`src/rtl/instruction_memory_loader.sv`:
```
// Streams 32-bit instruction words into a byte-wide memory write port,
// little-endian, one byte per cycle, starting at BASE_ADDR.
module instruction_memory_loader #(
  parameter int                    SIZE       = 256,
  parameter int                    ADDR_WIDTH = 64,
  parameter logic [ADDR_WIDTH-1:0] BASE_ADDR  = '0
) (
  input  logic                      clk,
  input  logic                      rst,
  input  logic                      start,
  input  logic [31:0]               in_word,
  input  logic                      in_valid,
  input  logic                      in_last,
  output logic                      in_ready,
  output logic                      mem_wr_en,
  output logic [ADDR_WIDTH-1:0]     mem_wr_addr,
  output logic [7:0]                mem_wr_data,
  output logic                      busy,
  output logic                      done,
  output logic                      error,
  output logic [$clog2(SIZE/4):0]   word_count
);

  typedef enum logic [1:0] {IDLE, LOAD, WRITE, ERROR} state_t;

  state_t                  state_q, state_d;
  logic [ADDR_WIDTH-1:0]   ptr_q;
  logic [1:0]              byte_idx_q;
  logic [31:0]             word_q;
  logic                    last_q;
  logic                    done_q;
  logic [$clog2(SIZE/4):0] count_q;

  // One extra bit keeps the fit check honest even when ptr is near the top of its range.
  logic [ADDR_WIDTH:0] ptr_end;
  logic                fits;
  logic                handshake;

  assign ptr_end   = {1'b0, ptr_q} + (ADDR_WIDTH+1)'(4);
  assign fits      = (ptr_end <= (ADDR_WIDTH+1)'(SIZE));
  assign handshake = in_valid & in_ready;

  always_comb begin
    state_d  = state_q;
    in_ready = 1'b0;
    case (state_q)
      IDLE: begin
        if (start) state_d = LOAD;
      end
      LOAD: begin
        if (!fits) begin
          state_d = ERROR;
        end else begin
          in_ready = 1'b1;
          if (in_valid) state_d = WRITE;
        end
      end
      WRITE: begin
        if (byte_idx_q == 2'd3) state_d = last_q ? IDLE : LOAD;
      end
      ERROR: begin
        if (start) state_d = LOAD;
      end
      default: state_d = IDLE;
    endcase
  end

  assign busy        = (state_q == LOAD) || (state_q == WRITE);
  assign error       = (state_q == ERROR);
  assign mem_wr_en   = (state_q == WRITE);
  assign mem_wr_addr = mem_wr_en ? (ptr_q + ADDR_WIDTH'(byte_idx_q)) : '0;
  assign mem_wr_data = mem_wr_en ? word_q[{byte_idx_q, 3'b000} +: 8] : 8'h00;
  assign done        = done_q;
  assign word_count  = count_q;

  always_ff @(posedge clk) begin
    if (rst) begin
      state_q    <= IDLE;
      ptr_q      <= BASE_ADDR;
      byte_idx_q <= 2'd0;
      word_q     <= 32'h0;
      last_q     <= 1'b0;
      done_q     <= 1'b0;
      count_q    <= '0;
    end else begin
      state_q <= state_d;
      done_q  <= 1'b0;
      case (state_q)
        IDLE, ERROR: begin
          if (start) begin
            ptr_q   <= BASE_ADDR;
            count_q <= '0;
          end
        end
        LOAD: begin
          if (handshake) begin
            word_q     <= in_word;
            last_q     <= in_last;
            byte_idx_q <= 2'd0;
          end
        end
        WRITE: begin
          byte_idx_q <= byte_idx_q + 2'd1;
          if (byte_idx_q == 2'd3) begin
            ptr_q   <= ptr_q + ADDR_WIDTH'(4);
            count_q <= count_q + 1'b1;
            done_q  <= last_q;
          end
        end
        default: ;
      endcase
    end
  end

endmodule
```
`config.mk`:
```
export PLATFORM = sky130hd
export DESIGN_NAME = instruction_memory_loader
export DESIGN_NICKNAME = d
export VERILOG_FILES = /design/src/rtl/instruction_memory_loader.sv
export SDC_FILE = /design/constraint.sdc
export NUM_CORES = 1
export LEC_CHECK = 0
export CAP_MARGIN = 10
export CELL_PAD_IN_SITES_DETAIL_PLACEMENT = 2
export CELL_PAD_IN_SITES_GLOBAL_PLACEMENT = 2
export CORE_ASPECT_RATIO = 1.4
export CORE_MARGIN = 1.5
export CORE_UTILIZATION = 31
export CTS_CLUSTER_DIAMETER = 50
export DETAILED_ROUTE_END_ITERATION = 8
export PLACE_DENSITY = 0.86
export SLEW_MARGIN = 15
export SYNTH_ARGS = -nofsm -noshare
export SYNTH_HDL_FRONTEND = slang
export SYNTH_SLANG_ARGS = --single-unit
```
`constraint.sdc`:
```
create_clock -name clk -period 4.4 [get_ports clk]
set_clock_uncertainty 0.1 [all_clocks]
set_input_delay 0.66 -clock clk [delete_from_list [all_inputs] [get_ports clk]]
set_output_delay 0.66 -clock clk [all_outputs]
set_load 0.02 [all_outputs]
```
==> results of run 1 <==
## flip-flops by register name (all words and copies together), names as in the netlist
signal / flops
ptr_q: 62
word_q: 32
word_count: 7
state_q: 2
last_q: 1
done: 1
byte_idx_q: 2
## where the power goes
part           switching (uW)  internal [uW]  leakage, uW  total (uW)
logic                     703            278      0.00219         981
registers                55.0           1020     0.000867        1070
clock network             443            398     0.000136         841
total                    1200           1700      0.00319        2900
## logic make-up (layout without fill, tap and decap cells)
group | count (synthesis) | in the layout | share of synthesized area (%)
adders and majority gates | 8 | 8 | 1.36
xor gates and xnor gates | 33 | 33 | 3.93
buffers and inverters | 118 | 235 | 6.70
muxes | 12 | 12 | 3.01
and+or+nand+nor | 518 | 518 | 38.0
DFF | 107 | 107 | 29.1
AOI/OAI and AO/OA | 219 | 219 | 17.8
## per-stage QoR
| step | setup TNS [ps] | setup WS (ps) |
|---|---|---|
| 6_report | -263 | -263 |
| 5_1_grt | -439 | -391 |
| 4_1_cts | 0 | 60.3 |
| 3_5_place_dp | 0 | 105 |
| 3_3_place_gp | 0 | 249 |
| 2_1_floorplan | 0 | 453 |
## placed cells by master (no fill, tap or decap), types with 36 or more instances in the layout
cell type	n
clkdlybuf4s50_1	118
nand2_1	111
dfxtp_1	102
a21oi_1	100
buf_4	86
nor2_1	82
and2_1	77
nand4_1	66
o21ai_0	42
o31ai_1	37
nor3_1	36
## cell type report
| type | instances | area, um2 |
|---|---|---|
| clock inverter | 6 | 53.8 |
| multi-input combinational | 790 | 4830 |
| clock buffer | 10 | 229 |
| timing repair buffer | 206 | 1860 |
| fill | 2691 | 13700 |
| inverter | 13 | 48.8 |
| tap | 306 | 383 |
| sequential | 107 | 2150 |
## routing by layer
metal	vias up	share of wire [%]	global-route usage, %
li1	3887	-	-
met1	4472	37	29.3
met2	389	51	50.1
met3	137	5.5	4.87
met4	0	6.1	14.8
met5	-	0	0
## worst min-delay path, cell delays in order, from the launching register on
cell and delay [ps]:
dfxtp_1 310, o31ai_1 60, a21oi_1 60
## what timing repair did
action                     CTS  global route
hold buffers                 0             0
gates resized for setup      5            19
setup buffers                2             9
setup endpoints to repair    1             2
pin swaps                    2             6
## worst max path at each step
stage,startpoint,end,slack [ps],cells after the start
after floorplan,ptr_q[2]$_SDFFE_PP0P_,in_ready,450,14
after global placement,ptr_q[10]$_SDFFE_PP0P_,in_ready,250,10
after detailed placement,ptr_q[39]$_SDFFE_PP0P_,in_ready,100,9
after CTS,ptr_q[35]$_SDFFE_PP0P_,in_ready,60,9
after global routing,ptr_q[9]$_SDFFE_PP0P_,in_ready,-390,11
final,ptr_q[28]$_SDFFE_PP0P_,in_ready,-260,9
==> flow_summary.toml, run 1 <==
[final_layout]
fin_util_pct = 41.0
final_cells = 1438
nets = 1172
fin_area_um2 = 9550
layout-drive-gt1-share_pct = 13.2
antenna_cells = 0
syn_to_final_growth_pct = 29.9

[yosys]
synth_area_um2 = 7350
yosysTopAreaCell = "dfxtp_1"
synth.distinct_cells = 62
yosysSeqAreaShare_pct = 29.1
synth_edf_count = 0
yosys_warnings = 0
synth_cells = 1015
synth-main-ff-cell = "dfxtp_1"
avgSynthCellArea_um2 = 7.24
ys_top_cells_by_count = "nand2_1 (111), dfxtp_1 (107), a21oi_1 (100)"
synth_nets = 1060
synth_most_common_cell = "nand2_1"
ys_ff_latch = 107
synthTopCellsByArea = "dfxtp_1 (29%), a21oi_1 (6.8%), and2_1 (6.6%)"
async_reset_ff_share_pct = 0
synth_top_area_share_pct = 29.1

[floorplan]
fp.coreArea_um2 = 23300
rows = 66
die_x_um = 133
die_y_um = 185
io_pins = 121
dieArea_um2 = 24700
initial_core_util_pct = 31.6

[run]
maxCapViolCount = 0

[cts]
numCtsBuffers = 9
insertion_delay_ps = 380
clkTransAtPathRegs_ps = 80
ctsHtreeMaxLevel = 3
clock-sinks = 107
cts_tree = "yes"
cts_max_path_buffers = 2
ctsRootBufferMaster = "clkbuf_16"

[global_route]
antenna_found_initial = 0
grt_pass1_vias = 9409
grt_pass1_wl_mm = 52.5
grt_max_degree = 83
grtUsageTotal_pct = 27.2
grt_overflow = 0

[critical_path]
cp-start-kind = "flop"
worstRegToRegCells = 12
worstPathMaxFanout = 9
crit_chain = "nand4_1, or3_1, nor4_2, nand4_1, xor2_1, and4_1, nand3_1, nor2_1, clkdlybuf4s15_2"
slowest_delay_ps = 630
worstSetupPathType = "reg -> out"
cp.arrival_ps = 3900
reg2reg_slack_ps = 80
r2r-end = "word_q[16]$_SDFFE_PP0P_"
cp-end-kind = "output port"
worst-path-buf-inv = 1
reg2reg_from = "ptr_q[3]$_SDFFE_PP0P_"
critPathTopFamily = "simple AND/OR/NAND/NOR gates"
slowest_stage = "nor4_2"
cp_data_required_time_ps = 3640
crit_top_cell = "nand4_1"

[placed_design]
dpl.cell_count = 1411
port_buffers = 120
place.gp.congestion = 0.924
hpwlAfterDp_mm = 23.9
placed_area_um2 = 9090

[route]
drc_errors = 0
wl_mm = 37.6
dr.pass1.iters = 5
avgViaCountPerCell = 6.18
drtAntennaViolNets = 0
wl_per_cell_um = 26.2
drt-initial-drc-count = 625
num_vias = 8885

[timing]
period_minus_slack_ps = 4660
finalSetupViolCount = 1
finalHoldViolCount = 0
clock.fmax_ghz = 0.214
maxSlewViolCount = 0
finalCritPeriodShare_pct = 106
worst_pin_slew_ps = 1210
fin_hold_ws_ps = 375
slew_headroom_pct = 19.2
setup_slack_ps = -263

[worst_hold_path]
hold_start = "word_q[23]$_SDFFE_PP0P_"
hold_depth = 2
hold_end = "word_q[23]$_SDFFE_PP0P_"
min_path_type = "reg -> reg"

[pwr]
p_per_area_nw_per_um2 = 303
p_leak_uw = 0.00319
ir_drop_mv = 0.270
total_power_uw = 2900

[outcome]
violations = "setup timing"
status = "finished, violations left"
No activity file was read; power rests on OpenSTA's default activity.
==> run 2, diff against run 1 <==
Settings changed: GPL_TIMING_DRIVEN set to 0.
==> run 2 against run 1 <==
The flow now finishes without violations. Worst setup slack improved by 350 ps. Final cell count grew 1.2%. Utilization about the same. Wire length decreased by 9.3%. Non-clock buffer count is 17 higher. Largest cell class unchanged. Power increased by 3.2%. Clock-buffer cell count did not move. First-iteration DRC count is 37% lower.
==> flow_summary.toml, run 2 (synthesized netlist as in run 1, its figures left out) <==
[global_route]
grt_pass1_vias = 9313
grtUsageTotal_pct = 27.8
grt_pass1_wl_mm = 53.1
antenna_found_initial = 0
grt_overflow = 0
grt_max_degree = 21

[cts]
ctsRootBufferMaster = "clkbuf_16"
ctsHoldBuffers = 0
clock-sinks = 107
numCtsBuffers = 9
clkTransAtPathRegs_ps = 80
ctsHtreeMaxLevel = 3
insertion_delay_ps = 370
cts_max_path_buffers = 2
cts_tree = "yes"

[timing]
worst_pin_slew_ps = 1080
period_minus_slack_ps = 4320
finalCritPeriodShare_pct = 98.1
slew_headroom_pct = 27.9
finalHoldViolCount = 0
maxSlewViolCount = 0
final.setup.tns_ps = 0
clock.fmax_ghz = 0.232
finalSetupViolCount = 0

[floorplan]
dieArea_um2 = 24700
die_x_um = 133
initial_core_util_pct = 31.6
fp.coreArea_um2 = 23300
die_y_um = 185
io_pins = 121
rows = 66

[placed_design]
place.gp.congestion = 0.859
placed_area_um2 = 8930
port_buffers = 119
hpwlAfterDp_mm = 25.1

[pwr]
p_per_area_nw_per_um2 = 313
p_leak_uw = 0.00312
ir_drop_mv = 0.204

[final_layout]
syn_to_final_growth_pct = 29.7
layout-drive-gt1-share_pct = 10.4
fillCellCount = 2752
top_register = "ptr_q"
final_common_cell = "clkdlybuf4s50_1"
largest_reg_flops = 62
final_cell_mix = "clkdlybuf4s50_1 (118), nand2_1 (110), a21oi_1 (100)"
antenna_cells = 0
nets = 1189
fin_area_um2 = 9540

[outcome]
status = "finished clean"

[run]
maxCapViolCount = 0

[critical_path]
worstPathMaxFanout = 8
cp-end-kind = "output port"
worstSetupPathType = "reg -> out"
reg2reg_slack_ps = 330
cp.arrival_ps = 3560
cp_data_required_time_ps = 3640
cp-start-kind = "flop"

[route]
dr.pass1.iters = 4
drt-initial-drc-count = 392
drc_errors = 0
drtAntennaViolNets = 0
wl_per_cell_um = 23.5
avgViaCountPerCell = 5.91
num_vias = 8602
wl_mm = 34.1

[worst_hold_path]
min_path_type = "reg -> reg"
## run 2: cell count changes in the layout (fill, tap and decap cells not counted), sizes merged
cell           change
clkinv             +3
inv                -2
clkdlybuf4s15      -1
clkinvlp           -1
clkbuf            +65
buf               -47
## run 2: power breakdown
part | total (uW) | internal, uW | switching [uW]
Combinational | 1040 | 283 | 761
Sequential | 1070 | 1020 | 53.4
Clock | 872 | 419 | 453
## run 2: stage by stage
stage	cells	total power (uW)	setup slack (ps)	util (%)	hold slack (ps)
6_report	1455	2990	83.7	41.0	378
5_1_grt	1455	3120	-74.1	41.0	398
4_1_cts	1457	2980	60.3	40.4	377
3_5_place_dp	1440	2100	-1010	38.3	363
3_3_place_gp	1440	2070	-913	38.3	350
2_1_floorplan	1015	1660	453	-	341
## run 2: final timing paths
kind,start,to,depth (start not counted)
worst min-delay path,word_q[31]$_SDFFE_PP0P_,word_q[31]$_SDFFE_PP0P_,2
worst max register to register,ptr_q[3]$_SDFFE_PP0P_,last_q$_SDFFE_PP0P_,13
worst min register to register,word_q[31]$_SDFFE_PP0P_,word_q[31]$_SDFFE_PP0P_,2
worst max-delay path,ptr_q[3]$_SDFFE_PP0P_,in_ready,11
## run 2: layout make-up
cell class / instances / area, um2 / share of cell area [%]
multi-input cells: 790 / 4930 / 51.7
repair buffers: 132 / 1290 / 13.5
inverters: 13 / 48.8 / 0.512
flip-flops and latches: 107 / 2160 / 22.7
plain buffers: 91 / 420 / 4.41
clock buffers: 10 / 239 / 2.51
well taps: 306 / 383 / 4.01
clock inverters: 6 / 67.6 / 0.708
## run 2: routing by layer
layer / global-route usage [%] / vias up / routed length, um
li1: - / 3917 / -
met1: 30.7 / 4298 / 13100
met2: 52.1 / 298 / 17700
met3: 3.37 / 89 / 1610
met4: 14.3 / 0 / 1730
met5: 0 / - / 0
## run 2: worst max-delay path: stages, from the launching register on
cell,delay [ps]
dfxtp_2,430
ha_4,200
and4_4,330
nand4_1,110
buf_4,190
or4_4,590
o31ai_4,290
o211ai_1,160
nor4_4,400
nand3_2,150
nor2_2,160
buf_4,160
## run 2: repair_timing
action	in CTS	in global routing
endpoints found under the setup margin	38	3
pin swaps	8	7
buffers inserted	11	2
gates resized for setup	43	31
